==> config.mk <==
export PLATFORM = sky130hd
export DESIGN_NAME = ps2_kb_receiver
export DESIGN_NICKNAME = d
export VERILOG_FILES = /design/src/rtl/ps2_kb_receiver.sv
export SDC_FILE = /design/constraint.sdc
export NUM_CORES = 1
export LEC_CHECK = 0
export CAP_MARGIN = 20
export CORE_MARGIN = 4
export CORE_UTILIZATION = 55
export CTS_CLUSTER_DIAMETER = 100
export DETAILED_ROUTE_END_ITERATION = 12
export GPL_ROUTABILITY_DRIVEN = 1
export GPL_TIMING_DRIVEN = 0
export PLACE_DENSITY_LB_ADDON = 0.3
export REMOVE_ABC_BUFFERS = 1
export SYNTH_ARGS = -nofsm -noshare
export SYNTH_HDL_FRONTEND = slang
export SYNTH_SLANG_ARGS = --single-unit
export TNS_END_PERCENT = 20
==> constraint.sdc <==
create_clock -name Clock -period 3.1 [get_ports Clock]
set_clock_uncertainty 0.1 [all_clocks]
set_input_delay 0.31 -clock Clock [delete_from_list [all_inputs] [get_ports Clock]]
set_output_delay 0.31 -clock Clock [all_outputs]
set_load 0.05 [all_outputs]
==> src/rtl/ps2_kb_receiver.sv <==
`default_nettype none
// ==========================================================================
// ps2_kb_receiver : PS/2 keyboard device-to-host frame receiver (sync, filter, FSM)
// Optional PS2_BREAK_FILTER_EN: F0-prefixed break codes are reported as 8'h00
// Revision 1.0
// ==========================================================================
module ps2_kb_receiver #(
  parameter int SYNC_STAGES    = 2,
  parameter int FILTER_LEN     = 4,
  parameter int TIMEOUT_CYCLES = 10000
) (
  input  logic       Clock,
  input  logic       Reset,
  input  logic       PS2_Clk,
  input  logic       PS2_Data,
  output logic [7:0] Kb_Byte,
  output logic       Kb_Valid,
  output logic       Kb_Error,
  output logic       Kb_Busy
);

  localparam int FCW = (FILTER_LEN > 1) ? $clog2(FILTER_LEN) : 1;
  localparam int TCW = $clog2(TIMEOUT_CYCLES + 1);

  localparam logic [1:0] c_IDLE   = 2'd0;
  localparam logic [1:0] c_DATA   = 2'd1;
  localparam logic [1:0] c_PARITY = 2'd2;
  localparam logic [1:0] c_STOP   = 2'd3;

  logic [SYNC_STAGES-1:0] clk_sync_q, dat_sync_q;
  logic                   filt_q, fall_q;
  logic [FCW-1:0]         fcnt_q;
  logic                   w_clk_s, w_dat_s;

  assign w_clk_s = clk_sync_q[SYNC_STAGES-1];
  assign w_dat_s = dat_sync_q[SYNC_STAGES-1];

  // Idle PS/2 lines are high, so synchronisers and filter reset to 1.
  always_ff @(posedge Clock or posedge Reset) begin
    if (Reset) begin
      clk_sync_q <= '1;
      dat_sync_q <= '1;
      filt_q     <= 1'b1;
      fcnt_q     <= '0;
      fall_q     <= 1'b0;
    end else begin
      clk_sync_q <= {clk_sync_q[SYNC_STAGES-2:0], PS2_Clk};
      dat_sync_q <= {dat_sync_q[SYNC_STAGES-2:0], PS2_Data};
      fall_q     <= 1'b0;
      if (w_clk_s == filt_q) begin
        fcnt_q <= '0;
      end else if (fcnt_q == FCW'(FILTER_LEN - 1)) begin
        filt_q <= w_clk_s;
        fcnt_q <= '0;
        fall_q <= ~w_clk_s;
      end else begin
        fcnt_q <= fcnt_q + FCW'(1);
      end
    end
  end

  logic [1:0]     state_q, state_d;
  logic [7:0]     shift_q, shift_d;
  logic [2:0]     bcnt_q, bcnt_d;
  logic           par_q, par_d;
  logic [TCW-1:0] to_q, to_d;
  logic [7:0]     byte_q, byte_d;
  logic           valid_q, valid_d;
  logic           err_q, err_d;
  logic           w_timeout;
`ifdef PS2_BREAK_FILTER_EN
  logic           bp_q, bp_d;
`endif

  // A Fall in the same cycle always takes priority over the timeout.
  assign w_timeout = (state_q != c_IDLE) && !fall_q && (to_q == TCW'(TIMEOUT_CYCLES - 1));

  always_ff @(posedge Clock or posedge Reset) begin
    if (Reset) begin
      state_q <= c_IDLE;
      shift_q <= '0;
      bcnt_q  <= '0;
      par_q   <= 1'b0;
      to_q    <= '0;
      byte_q  <= '0;
      valid_q <= 1'b0;
      err_q   <= 1'b0;
`ifdef PS2_BREAK_FILTER_EN
      bp_q    <= 1'b0;
`endif
    end else begin
      state_q <= state_d;
      shift_q <= shift_d;
      bcnt_q  <= bcnt_d;
      par_q   <= par_d;
      to_q    <= to_d;
      byte_q  <= byte_d;
      valid_q <= valid_d;
      err_q   <= err_d;
`ifdef PS2_BREAK_FILTER_EN
      bp_q    <= bp_d;
`endif
    end
  end

  always_comb begin
    state_d = state_q;
    if (fall_q) begin
      case (state_q)
        c_IDLE:   if (!w_dat_s) state_d = c_DATA;
        c_DATA:   if (bcnt_q == 3'd7) state_d = c_PARITY;
        c_PARITY: state_d = c_STOP;
        default:  state_d = c_IDLE;
      endcase
    end else if (w_timeout) begin
      state_d = c_IDLE;
    end
  end

  always_comb begin
    shift_d = shift_q;
    bcnt_d  = bcnt_q;
    par_d   = par_q;
    byte_d  = byte_q;
    valid_d = 1'b0;
    err_d   = 1'b0;
    to_d    = (fall_q || state_q == c_IDLE) ? '0 : to_q + TCW'(1);
`ifdef PS2_BREAK_FILTER_EN
    bp_d    = bp_q;
`endif
    if (fall_q) begin
      case (state_q)
        c_IDLE: begin
          if (!w_dat_s) begin
            shift_d = '0;
            bcnt_d  = '0;
          end else begin
            err_d = 1'b1;
          end
        end
        c_DATA: begin
          shift_d = {w_dat_s, shift_q[7:1]};
          bcnt_d  = bcnt_q + 3'd1;
        end
        c_PARITY: par_d = w_dat_s;
        default: begin
          if (w_dat_s && (^{shift_q, par_q})) begin
`ifdef PS2_BREAK_FILTER_EN
            if (shift_q == 8'hF0 && !bp_q) begin
              bp_d = 1'b1;
            end else if (bp_q) begin
              bp_d    = 1'b0;
              byte_d  = 8'h00;
              valid_d = 1'b1;
            end else begin
              byte_d  = shift_q;
              valid_d = 1'b1;
            end
`else
            byte_d  = shift_q;
            valid_d = 1'b1;
`endif
          end else begin
            err_d = 1'b1;
`ifdef PS2_BREAK_FILTER_EN
            bp_d  = 1'b0;
`endif
          end
        end
      endcase
    end else if (w_timeout) begin
      err_d   = 1'b1;
      shift_d = '0;
      bcnt_d  = '0;
      to_d    = '0;
`ifdef PS2_BREAK_FILTER_EN
      bp_d    = 1'b0;
`endif
    end
  end

  assign Kb_Byte  = byte_q;
  assign Kb_Valid = valid_q;
  assign Kb_Error = err_q;
  assign Kb_Busy  = (state_q != c_IDLE);

endmodule
`default_nettype wire

======== Yosys cells after proc, flatten, opt, wreduce, memory -nomap -nowiden ========
Index checks and enable logic that the tools add are counted.
cells by class
  reductions and logical operators ........ 16
  add/sub/neg operators ................... 3
  equality and inequality tests ........... 9
  bitwise logic cells ..................... 3
  multiplexer cells ....................... 28
operators by type and width
  kind                                                                      number
  14-bit two-way mux                                                        3
  8-bit two-way mux                                                         3
  8-bit one-hot mux with 2 select lines                                     1
  14-bit by 1-bit adder with 14-bit output (second input constant)          1
  14-bit equality test (second input constant)                              1
  2-bit two-way mux                                                         6
  1-bit two-way mux                                                         9
  3-bit two-way mux                                                         3
  3-bit AND reduction                                                       3
  9-bit XOR reduction                                                       1
  3-bit inequality test (second input constant)                             2
  2-bit one-hot mux with 3 select lines                                     1
  3-bit one-hot mux with 2 select lines                                     1
  2-bit equality test (second input constant)                               2
  2-bit AND reduction                                                       2
  2-bit nonzero test                                                        2
  3-bit by 1-bit adder with 3-bit output (second input constant)            1
  3-bit equality test (second input constant)                               1
  1-bit logical AND                                                         3
  3-bit by 1-bit inequality test with 1-bit output (second input constant)  1
  1-bit inverter                                                            3
  3-bit OR reduction                                                        1
  2-bit by 1-bit adder with 2-bit output (second input constant)            1
  2-bit by 1-bit equality test with 1-bit output (second input constant)    1
  6 further kinds                                                           6
word-level totals
  register bits after elaboration ......... 46
  word-level logic and storage cells ...... 72
  output and inout bits ................... 11
  input port bits ......................... 4

======== Longest topological paths before layout ========
  depth after elaboration ................. 5
  gate-level depth with buffers ........... 7
  depth with buffers taken out ............ 6

======== Worst setup path after synthesis ========
OpenSTA, ideal clock, no wires.
  kind .................................... flip-flop to flip-flop
  start ................................... register state_q[0]
  end ..................................... register bcnt_q[1]
  required time ........................... 2.934 ns
  setup slack ............................. 1.145 ns
  stages on the path, launching flop included .. 8
  library setup time ...................... 0.066 ns
  buffers on the path ..................... 1
  clock period less this slack ............ 1.955 ns
  data arrival time ....................... 1.788 ns
  cell sequence ........................... dfrtp_1 > inv_1 > ha_1 > inv_1 > a21boi_0 > a21oi_1 > clkbuf_1 > a22o_1
between the ends
  cells in the longest elaborated chain, start to end .. 5
  elaborated cells on any way between the ends .. 11
  those cells by class .................... eq/ne: 3; mux: 2; reduce/logical: 6
ends and longest elaborated chain
  item                                  RTL line  RTL
  from (decl)                           62        logic [1:0] state_q, state_d;
  from (signal assigned)                80        state_q <= c_IDLE;
  from (signal assigned)                92        state_q <= state_d;
  2-bit nonzero test                    -
  named net Kb_Busy                     19        output logic Kb_Busy
  1-bit logical AND (2 in series)       76        assign w_timeout = (state_q != c_IDLE) && !fall_q && (to_q == TCW'(TIMEOUT_CYCLES - 1));
  2-bit nonzero test (no source line)   -
  3-bit AND reduction (no source line)  -
  to (signal assigned)                  94        bcnt_q <= bcnt_d;
  to (decl)                             64        logic [2:0] bcnt_q, bcnt_d;
The timed path passes the listed nets, and every way through them passes these cells.
A chain may end at the register's enable or synchronous reset.

======== Worst setup path in the final report ========
  start ................................... register state_q[0]
  end ..................................... output Kb_Busy
between the ends
  cells in the longest elaborated chain, start to end .. 1
ends and longest elaborated chain
  item                RTL line  RTL
  2-bit nonzero test  185       assign Kb_Busy = (state_q != c_IDLE);
  to (decl)           19
No other way between the ends.

==> results.cfg <==
[timing]
rsz0062_at_grt = no
hold_violations = 0
drv_slew = 0
worst_pin_slew_ps = 927
fmax_mhz = 423
finalCriticalPeriod_ps = 2360
relSlewSlack_pct = 38.1
finalSetupTns_ps = 0
setup_viol = 0
final.period_utilization_pct = 76.2

[layout]
nets = 199
antenna-diode-count = 0
area_growth_pct = 12.7
drive_gt1_share_pct = 15.1
fin_util_pct = 64.5

[clocking]
clockBufferDepth = 2
post_cts_buffers = 0
cts_resized = 0
ctsHoldBuffers = 0
cts_root_buffer = clkbuf_8
clk_pin_slew_worst_paths_ps = 70
cts.sinks = 46
cts-buffers-inserted = 5
cts_max_level = 2
tritoncts = yes
insertion_delay_ps = 280

[route]
drc = 0
vias_per_cell = 5.53
wl_mm = 3.43
drt-initial-drc-count = 86
num_vias = 1288
ant_nets = 0
wl_per_cell_um = 14.7
dr.pass1.iters = 4

[global_route]
grt_max_degree = 47
antenna_found_initial = 0
grt_pass1_wl_mm = 6.22
track_usage_pct = 16.0
grt_overflow = 0
first_global_vias = 1341

[die]
initial_core_util_pct = 57.2
die_y_um = 69.7
ioPinCount = 15
die_area_um2 = 4860
rows = 22
core_region_area_um2 = 3660
die_w_um = 69.7

[min_path]
min_path_type = flip-flop to flip-flop
holdPathStages = 0
worst_hold_path.endpoint = clk_sync_q[1]$_DFF_PP1_
worstHoldStart = clk_sync_q[0]$_DFF_PP1_

[synth]
yosys.area.top_type_share_pct = 49.0
netlist_top_cells_count = dfrtp_1, nor2_1, a22o_1, ha_1, xor2_1
ys_ff_latch = 46
synth-edff-count = 0
async_reset_ff_share_pct = 100
synth_top_area_cell = dfrtp_1
ys_warn_count = 0
ys_seq_area_share_pct = 55.3
netlist_area_um2 = 2090
synth.most_common_cell = dfrtp_1
postSynthCellCount = 167
synth_ff_type = dfrtp_1
synthTopCellsByArea = dfrtp_1, dfstp_2, ha_1
avgSynthCellArea_um2 = 12.5
yosys.cell_types.count = 33

[setup_path]
r2r.worst_path.cells = 5
cp_data_arrival_time_ps = 1950
crit_required_ps = 2690
reg2reg_from = to_q[0]$_DFF_PP0_
crit_path_start_kind = flip-flop
worst-setup-path-type = flip-flop to output port
worst-path-max-fanout = 6
rr_endpoint = bcnt_q[0]$_DFFE_PP0P_
rrSetupSlack_ps = 890
critPathCaptureType = output port

[power_and_ir_drop]
ir_drop_mv = 0.301
powerDensity_nw_per_um2 = 492
p_leak_nw = 1.12

[status]
status = finished clean

[place]
port_buffers = 14
gp_congestion = 0.818
dp_hpwl_mm = 2.52

[flow_run]
drv_cap = 0
## worst max path at each step
stage	start	to	slack [ps]	depth (start not counted)
2_1_floorplan	state_q[0]$_DFFE_PP0P_	bcnt_q[0]$_DFFE_PP0P_	1030	6
3_3_place_gp	Reset	Kb_Valid$_DFF_PP0_	800	2
3_5_place_dp	to_q[0]$_DFF_PP0_	bcnt_q[0]$_DFFE_PP0P_	940	5
4_1_cts	state_q[0]$_DFFE_PP0P_	Kb_Busy	720	4
5_1_grt	state_q[0]$_DFFE_PP0P_	Kb_Busy	640	4
6_report	state_q[0]$_DFFE_PP0P_	Kb_Busy	740	4
## layer usage
metal	vias up	track usage, %	share of wire, %
li1	612	-	-
met1	653	19.6	44
met2	19	27.5	51
met3	4	3.91	3.5
met4	0	5.32	1.1
met5	-	0	0
## report_power, final
group | total [W] | internal (W) | switching, W | leakage [nW]
Sequential | 0.000676 | 0.000642 | 0.0000341 | 0.622
Clock | 0.000328 | 0.000155 | 0.000172 | 0.0383
Combinational | 0.000158 | 0.0000614 | 0.0000964 | 0.463
## cells by family after synthesis
logic type / count (synthesis) / share of synthesized area [%]
adders and majority gates: 10 / 5.97
muxes: 13 / 8.18
DFF: 46 / 55.3
AOI/OAI and AO/OA: 18 / 6.81
and+or+nand+nor: 52 / 12.9
xor gates and xnor gates: 18 / 8.96
buffers and inverters: 10 / 1.91
## flip-flops by register name, summed over array words and instances (netlist names)
signal	flops
bcnt_q	3
fall_q	1
Kb_Valid	1
par_q	1
Kb_Error	1
shift_q	8
clk_sync_q	2
fcnt_q	2
state_q	2
to_q	14
Kb_Byte	8
filt_q	1
dat_sync_q	2
## worst max-delay path: stages (launching register included)
cell,delay (ps)
dfrtp_1,440
inv_1,90
ha_1,240
inv_1,90
clkdlybuf4s50_1,800
## per-stage QoR
stage	power (W)	hold slack [ps]	std cells	cell area, µm²	worst slack [ps]
2_1_floorplan	0.000797	214	164	2080	1030
3_3_place_gp	0.000831	245	226	2280	800
3_5_place_dp	0.000849	247	226	2280	943
4_1_cts	0.00118	264	233	2360	719
5_1_grt	0.00123	270	233	2360	642
6_report	0.00116	261	233	2360	738
## layout by cell type, fill, tap and decap left out, types with 5 or more instances in the layout
cell type / synthesis / routed
inv_1: 6 / 5
nor2_1: 18 / 18
dfrtp_1: 41 / 41
clkbuf_8: 0 / 5
xor2_1: 10 / 10
and4_1: 5 / 5
clkdlybuf4s50_1: 0 / 14
ha_1: 10 / 10
nand2_1: 7 / 7
mux2_2: 7 / 7
xnor2_1: 6 / 6
nand3_1: 6 / 6
dfstp_2: 5 / 5
a22o_1: 10 / 10
## layout make-up
class / instances / area [µm²]
multi-input combinational: 111 / 897
timing repair buffer: 14 / 140
inverter: 7 / 28.8
fill: 284 / 1300
clock buffer: 7 / 76.3
sequential: 46 / 1160
tap: 48 / 60.1
Power figures use the tool's default switching activity.
